$ cat src/rtl/ifetch_pkg.sv
// ifetch_pkg: shared defaults and the fetch state type for instruction_fetch.
package ifetch_pkg;
  localparam int IF_ADDR_W = 8;
  localparam int IF_DATA_W = 16;
  localparam logic [7:0] IF_RESET_PC = 8'h00;
  typedef enum logic {S_FETCH = 1'b0, S_HALTED = 1'b1} state_t;
endpackage

$ cat src/rtl/ifetch_fifo.sv
// ifetch_fifo: circular instruction buffer with push/pop/flush and occupancy count.
module ifetch_fifo #(
  parameter int W     = 24,
  parameter int DEPTH = 2,
  parameter int CW    = $clog2(DEPTH) + 1
) (
  input  logic          clk,
  input  logic          reset_n,
  input  logic          push,
  input  logic [W-1:0]  din,
  input  logic          pop,
  input  logic          flush,
  output logic [W-1:0]  dout,
  output logic [CW-1:0] count
);
  localparam int PW = $clog2(DEPTH);
  logic [W-1:0] mem [DEPTH];
  logic [PW-1:0] rd, wr;
  assign dout = mem[rd];
  always_ff @(posedge clk or negedge reset_n) begin
    if (!reset_n) begin
      rd <= '0;
      wr <= '0;
      count <= '0;
      for (int i = 0; i < DEPTH; i++) mem[i] <= '0;
    end else if (flush) begin
      rd <= '0;
      wr <= '0;
      count <= '0;
    end else begin
      if (push) begin
        mem[wr] <= din;
        wr <= wr + PW'(1);
      end
      if (pop) rd <= rd + PW'(1);
      count <= count + CW'(push) - CW'(pop);
    end
  end
endmodule

$ cat src/rtl/instruction_fetch.sv
// instruction_fetch: PC sequencer feeding a small buffer from a 1-cycle-latency memory.
// Optional macro IFETCH_PERF_CNT_EN adds a saturating fetch_count of completed handshakes.
module instruction_fetch
  import ifetch_pkg::*;
#(
  parameter int                ADDR_W    = IF_ADDR_W,
  parameter int                DATA_W    = IF_DATA_W,
  parameter logic [ADDR_W-1:0] RESET_PC  = ADDR_W'(IF_RESET_PC),
  parameter int                BUF_DEPTH = 2
) (
  input  logic              clk,
  input  logic              reset_n,
  output logic [ADDR_W-1:0] imem_addr,
  input  logic [DATA_W-1:0] imem_data,
  input  logic              branch_valid,
  input  logic [ADDR_W-1:0] branch_target,
  input  logic              halt,
  output logic              instr_valid,
  input  logic              instr_ready,
  output logic [DATA_W-1:0] instr_data,
  output logic [ADDR_W-1:0] instr_pc
`ifdef IFETCH_PERF_CNT_EN
  , output logic [15:0]     fetch_count
`endif
);
  localparam int CW = $clog2(BUF_DEPTH) + 1;
  state_t state;
  logic [ADDR_W-1:0] pc, fl_pc;
  logic inflight, pop, push, issue;
  logic [CW-1:0] count;
  logic [CW:0] occ;
  assign imem_addr = pc;
  assign instr_valid = count != '0;
  assign pop = instr_valid & instr_ready;
  assign push = inflight & ~branch_valid;
  // occupancy counts the head leaving this cycle so a full stream sustains one per cycle
  assign occ = (CW+1)'(count) + (CW+1)'(inflight) - (CW+1)'(pop);
  assign issue = state == S_FETCH && !halt && !branch_valid && occ < (CW+1)'(BUF_DEPTH);
  always_ff @(posedge clk or negedge reset_n) begin
    if (!reset_n) begin
      state <= S_FETCH;
      pc <= RESET_PC;
      fl_pc <= '0;
      inflight <= 1'b0;
    end else begin
      state <= halt ? S_HALTED : S_FETCH;
      pc <= branch_valid ? {branch_target[ADDR_W-1:1], 1'b0} : issue ? pc + ADDR_W'(2) : pc;
      inflight <= issue;
      if (issue) fl_pc <= pc;
    end
  end
  ifetch_fifo #(.W(ADDR_W + DATA_W), .DEPTH(BUF_DEPTH), .CW(CW)) u_fifo (
    .clk(clk),
    .reset_n(reset_n),
    .push(push),
    .din({fl_pc, imem_data}),
    .pop(pop),
    .flush(branch_valid),
    .dout({instr_pc, instr_data}),
    .count(count)
  );
`ifdef IFETCH_PERF_CNT_EN
  always_ff @(posedge clk or negedge reset_n) begin
    if (!reset_n) fetch_count <= '0;
    else if (pop && fetch_count != 16'hFFFF) fetch_count <= fetch_count + 16'd1;
  end
`endif
endmodule

$ cat config.mk
export PLATFORM = sky130hd
export DESIGN_NAME = instruction_fetch
export DESIGN_NICKNAME = d
export VERILOG_FILES = /design/src/rtl/ifetch_pkg.sv /design/src/rtl/ifetch_fifo.sv /design/src/rtl/instruction_fetch.sv
export SDC_FILE = /design/constraint.sdc
export NUM_CORES = 1
export LEC_CHECK = 0
export BUFFER_PORTS_ARGS = -buffer_cell sky130_fd_sc_hd__buf_2
export CAP_MARGIN = 25
export CORE_UTILIZATION = 25
export CTS_CLUSTER_SIZE = 30
export DETAILED_ROUTE_END_ITERATION = 6
export PLACE_DENSITY = 0.53
export SLEW_MARGIN = 0
export SYNTH_ARGS = -nofsm -noshare
export SYNTH_HDL_FRONTEND = slang
export SYNTH_HIERARCHICAL = 1
export SYNTH_SLANG_ARGS = --single-unit
$ cat constraint.sdc
create_clock -name clk -period 8.86 [get_ports clk]
set_input_delay 0.886 -clock clk [delete_from_list [all_inputs] [get_ports clk]]
set_output_delay 0.886 -clock clk [all_outputs]
set_load 0.005 [all_outputs]
==> results of run 1 <==
==> cell type report <==
type / instances / area (sq um) / share of cell area
clock buffer: 10 / 239 / 0.0603
clock inverter: 6 / 135 / 0.0341
inverter: 5 / 31.3 / 0.00789
multi-input combinational: 141 / 1310 / 0.330
sequential: 68 / 1700 / 0.429
tap: 168 / 210 / 0.0530
timing repair buffer: 62 / 338 / 0.0852
==> cell families (layout without fill, tap and decap cells) <==
| group | count (synthesis) | count (layout) | synth area share |
|---|---|---|---|
| AO/OA/AOI/OAI | 8 | 8 | 0.0232 |
| XOR/XNOR | 5 | 5 | 0.0184 |
| adder cells (fa/ha/maj) | 5 | 5 | 0.0224 |
| buffers and inverters | 17 | 83 | 0.0415 |
| flip-flops | 68 | 68 | 0.543 |
| multiplexers | 77 | 77 | 0.275 |
| other | 1 | 3 | 0.00120 |
| AND/OR/NAND/NOR | 43 | 43 | 0.0751 |
==> report_power, final <==
| part | switching [mW] | internal [mW] | total [mW] |
|---|---|---|---|
| sequential | 0.0648 | 0.399 | 0.464 |
| combinational | 0.130 | 0.210 | 0.340 |
| clock | 0.128 | 0.311 | 0.439 |
| total | 0.323 | 0.920 | 1.24 |
==> layer usage <==
layer	track usage	share of wire	up-vias	wire [um]
met3	0.0324	0.040	11	237
li1	-	-	914	-
met1	0.123	0.46	973	2670
met4	0.0494	0.019	0	111
met2	0.156	0.49	43	2850
met5	0	0	-	0
==> critical path, stage by stage, from the launching register on <==
cell and delay, ns:
dfrtp_1 0.43, or2_2 0.30, and2_1 0.20, ha_1 0.29, nand2b_1 0.15, fa_1 0.48, or4b_1 0.42, or2_1 0.48
clkinv_8 0.19, mux2_1 0.33, a221o_1 0.31
==> registers in the layout, indices dropped and copies added (netlist names) <==
register / count
fl_pc: 7
u_fifo/count: 2
inflight: 1
u_fifo/wr: 1
u_fifo/mem: 48
imem_addr: 7
state: 1
u_fifo/rd: 1
==> cell usage after synthesis (all sizes together), types with 3 or more instances <==
cell | instances | share of area
dfrtp | 68 | 0.54
nand2 | 22 | 0.026
inv | 4 | 0.0048
nor3b | 4 | 0.013
a221o | 5 | 0.016
buf | 12 | 0.032
mux2 | 74 | 0.27
mux2i | 3 | 0.0096
ha | 4 | 0.016
xnor2 | 3 | 0.0084
nor2 | 3 | 0.0036
==> final timing paths <==
check / endpoint / slack, ns / depth (start not counted)
hold reg to reg: u_fifo/mem[29] / 0.48 / 1
hold / removal: u_fifo/mem[29] / 0.48 / 1
setup reg to reg: imem_addr[6] / 5.14 / 10
setup / recovery: imem_addr[6] / 5.14 / 10
max in group asynchronous: u_fifo/mem[17] / 7.55 / 2
min in group asynchronous: u_fifo/mem[29] / 0.76 / 2
==> per-stage QoR <==
stage | power (mW) | std cells | setup WS [ns] | util
4_1_cts | 1.27 | 460 | 5.10 | 0.327
5_1_grt | 1.32 | 460 | 4.98 | 0.327
3_5_place_dp | 0.820 | 444 | 4.88 | 0.296
3_3_place_gp | 0.795 | 443 | 4.91 | 0.294
6_report | 1.24 | 460 | 5.14 | 0.327
2_1_floorplan | 0.686 | 226 | 5.37 | -
==> flow_summary.ini, run 1 <==
[status]
status = finished clean

[cells_and_area]
drive_above_1_share = 0.521
nFillCells = 1240
final_cell_area_sq_um = 3970
antenna_cells = 0
area.growth.synth_to_final_pct = 26.5
final_common_cell = mux2_2
layout_common_cells = mux2_2, dfrtp_1, buf_2
nets = 321

[floorplan]
coreArea_sq_um = 12100
dieHeight_um = 114
io_pins = 62
dieWidth_um = 114
die_area_sq_um = 13000
rows = 40
start_util = 0.259

[cts]
post-cts-setup-buffer-count = 0
clock_latency_ns = 0.33
ctsResizeCount = 0
clk_pin_slew_ns = 0.05
cts.htree.levels = 3
numCtsBuffers = 9
cts_tree = built
cts_root_buffer = clkbuf_16
hold_buffers = 0
cts_num_sinks = 68
clockBufferDepth = 2

[synth]
ys_seq_area_frac = 0.543
synth_async_sr_flop_share = 1.00
ys_warn_count = 6
synth_top_flop_cell = dfrtp_1
synth-edff-count = 0
synth_cell_type_count = 33
syn_inst = 224
syn_avg_cell_area_sq_um = 14.0
synth_area_sq_um = 3130
ys_ff_latch = 68

[timing]
rsz0062_at_grt = no
min_period_ns = 3.72
whs_ns = 0.483
worst_slew_pin_slew_ns = 0.855
final-hold-violation-count = 0
tns_ns = 0
skew_ns = 0.00800
finalCritPeriodShare = 0.420
drv_slew = 0
setup-violations-final = 0
max_freq_mhz = 269
max_slew_margin = 0.430

[global_route]
grt_pass1_wl_mm = 9.83
overflow = 0
antenna_found_initial = 0
grt_pass1_vias = 1985
grt_start_max_net_pins = 69
grt_util_all_layers = 0.0996

[setup_path]
crit_type = flip-flop to flip-flop
worstSetupStartpoint = u_fifo/count[1]
end_kind = flip-flop
crit_fanout = 15
worstReg2RegStart = u_fifo/count[1]
cp.arrival_ns = 3.93
crit_required_ns = 9.07
crit_path_start_kind = flip-flop

[min_path]
worstHoldStart = u_fifo/mem[29]
hold_path_class = flip-flop to flip-flop

[routing]
initialDrtViolationCount = 58
vias = 1941
wirelength_mm = 5.87
routed_via_density = 4.22
drt_pass1_iterations = 4
drtAntennaViolNets = 0
post_drt_wl_per_cell_um = 12.8
drc_errors = 0

[place]
gp_congestion = 0.669
place_area_sq_um = 3590
io_buffers = 59
dpl.hpwl_mm = 3.99

[power]
p_leak_nw = 1.97
irDropWorstVdd_mv = 0.0808
cellPowerDensity_nw_per_um2 = 313

[flow_run]
maxCapViolations = 0
(Power assumes the default switching activity.)
==> inputs of run 2 (changes only) <==
--- a/config.mk
+++ b/config.mk
@@ -5,6 +5,7 @@
 export SDC_FILE = /design/constraint.sdc
 export NUM_CORES = 1
 export LEC_CHECK = 0
+export ABC_AREA = 1
 export BUFFER_PORTS_ARGS = -buffer_cell sky130_fd_sc_hd__buf_2
 export CAP_MARGIN = 25
 export CORE_UTILIZATION = 25
==> constraint.sdc (replaced) <==
create_clock -name clk -period 3.75 [get_ports clk]
set_input_delay 0.375 -clock clk [delete_from_list [all_inputs] [get_ports clk]]
set_output_delay 0.375 -clock clk [all_outputs]
set_load 0.005 [all_outputs]
==> run 2 against run 1 <==
  * Cell area up 0.13%
  * Hold slack worse by 0.29 ns
  * Sequential cell count stayed put
  * Clock power rose by 65%
  * Highest routed layer unchanged
  * Global-route usage is 0.79 points higher
  * Total power increased by 110%
  * Combinational power grew 150%
==> flow_summary.ini, run 2 <==
[status]
status = finished clean

[setup_path]
crit_fanout = 10
reg2reg_to = imem_addr[2]
end_kind = flip-flop
crit_required_ns = 3.96
worstSetupStartpoint = u_fifo/count[1]
worstReg2RegStart = u_fifo/count[1]
crit_type = flip-flop to flip-flop
crit_path_start_kind = flip-flop
endpoint = imem_addr[2]
cp.arrival_ns = 2.82
reg2reg_slack_ns = 1.13
reg2reg_depth = 11

[cts]
clk_pin_slew_ns = 0.05
cts_tree = built
ctsResizeCount = 0
cts_num_sinks = 68
clock_latency_ns = 0.32
numCtsBuffers = 9
cts.htree.levels = 3
clockBufferDepth = 2
cts_root_buffer = clkbuf_16

[routing]
routed_via_density = 4.14
drc_errors = 0
vias = 2434
post_drt_wl_per_cell_um = 11.6
drtAntennaViolNets = 0
wirelength_mm = 6.82
initialDrtViolationCount = 112
drt_pass1_iterations = 4

[cells_and_area]
area.growth.synth_to_final_pct = 20.6
layout_common_cells = nand2_1, dfrtp_1, buf_2
nets = 446
nFillCells = 1398
antenna_cells = 0
final_common_cell = nand2_1
final_cell_area_sq_um = 3970
drive_above_1_share = 0.296
largest_register_ffs = 48
ff_latch_area_sq_um = 1700
top_register = u_fifo/mem
multi_input_comb_area_sq_um = 1280
stdcell_count = 588

[floorplan]
dieWidth_um = 117
io_pins = 62
coreArea_sq_um = 12700
die_area_sq_um = 13600
dieHeight_um = 117
rows = 41
start_util = 0.259

[synth]
synth-edff-count = 0
synth_largest_area_cell = dfrtp_1
synth_mux_area_frac = 0.0821
synth_top_flop_cell = dfrtp_1
synth_common_cells = nand2_1, dfrtp_1, inv_1
synth_compound_area_frac = 0.114
ys_ff_latch = 68
ys_warn_count = 6
synthXorXnorAreaFrac = 0.00266
synth_async_sr_flop_share = 1.00
synthSimpleGateAreaFrac = 0.168
synth_top_family_by_area = simple AND/OR/NAND/NOR gates
synth_most_common_cell = nand2_1
synth_cell_type_count = 29
ys_seq_area_frac = 0.517
yosys.area_share.adder = 0.0213
synth_area_sq_um = 3290
synth_top_area_share = 0.517
synth_area_leaders = dfrtp_1, nand2_1, mux2_2, inv_1, o21ai_0
syn_inst = 353
syn_avg_cell_area_sq_um = 9.32

[timing]
setup-violations-final = 0
finalCritPeriodShare = 0.698
min_period_ns = 2.62
max_slew_margin = 0.625
max_freq_mhz = 382
final-hold-violation-count = 0
skew_ns = 0.00316
worst_slew_pin_slew_ns = 0.563
rsz0062_at_grt = no
tns_ns = 0
drv_slew = 0

[global_route]
grt_pass1_wl_mm = 11.0
grt_util_all_layers = 0.108
antenna_found_initial = 0
grt_start_max_net_pins = 50
overflow = 0
grt_pass1_vias = 2391

[place]
place_area_sq_um = 3690
gp_congestion = 0.724
dp.cells = 571
io_buffers = 59
dpl.hpwl_mm = 4.44

[flow_run]
maxCapViolations = 0

[power]
irDropWorstVdd_mv = 0.291
cellPowerDensity_nw_per_um2 = 666
p_leak_nw = 2.06

[min_path]
hold_path_class = input port to flip-flop
-- run 2: cell count changes in the layout (fill, tap and decap cells not counted), moves of 5 or more --
cell     delta
nand3_1    +13
o21ai_0    +26
nand2_1    +76
o21ai_2    +14
mux2_2     -46
inv_1      +38
nor2_1      +6
o21ai_1    +17
a221o_1     -5
-- run 2: metal layers --
metal / track usage / part of all wire / vias to the layer above
met3: 0.0363 / 0.047 / 9
met1: 0.125 / 0.47 / 1142
met2: 0.182 / 0.47 / 45
met5: 0 / 0 / -
met4: 0.0430 / 0.014 / 0
li1: - / - / 1238
-- run 2: logic make-up after synthesis --
family                     after synthesis
xor gates and xnor gates                 1
buffers and inverters                   62
AOI/OAI and AO/OA                       63
and+or+nand+nor                        129
other                                    1
adders and majority gates                5
DFF                                     68
muxes                                   24
-- run 2: worst min path at each step --
| stage | slack, ns | from | depth (start not counted) | end |
|---|---|---|---|---|
| floorplan | 0.08 | reset_n | 0 | fl_pc[1] |
| global placement | 0.45 | u_fifo/rd | 1 | u_fifo/rd |
| detailed placement | 0.46 | u_fifo/rd | 1 | u_fifo/rd |
| CTS | 0.18 | halt | 1 | state |
| global route | 0.19 | halt | 1 | state |
| finish | 0.19 | halt | 1 | state |
-- run 2: where the power goes --
group / total, mW / switching (mW) / internal (mW)
combinational: 0.839 / 0.429 / 0.410
clock: 0.725 / 0.285 / 0.440
sequential: 1.08 / 0.132 / 0.947
-- run 2: worst max-delay path: stages, from the launching register on --
cell     delay, ns
dfrtp_1       0.47
o21a_1        0.26
ha_1          0.30
or2_2         0.30
fa_1          0.52
inv_1         0.05
nor2_1        0.07
nand2_1       0.08
nor2_4        0.23
nor2_1        0.09
nand2_1       0.07
nand2_1       0.05
-- run 2: through the flow --
step	setup slack [ns]	total power [mW]	hold slack, ns	util
after global placement	1.14	1.91	0.452	0.290
after CTS	1.12	2.70	0.178	0.310
final	1.13	2.64	0.190	0.312
after global routing	0.975	2.86	0.186	0.312
after floorplan	1.37	1.65	0.0794	-
after detailed placement	1.14	1.94	0.464	0.290
-- run 2: area by class of cell --
cell class | instances | share of cell area
clock buffer | 12 | 0.0596
clock inverter | 3 | 0.00378
inverter | 45 | 0.0425
multi-input combinational | 224 | 0.324
sequential | 68 | 0.429
tap | 172 | 0.0542
timing repair buffer | 64 | 0.0876
-- run 2: repair_timing --
action                    CTS  global route
setup buffers               0             0
hold endpoints to repair    0             2
hold buffers                0             1
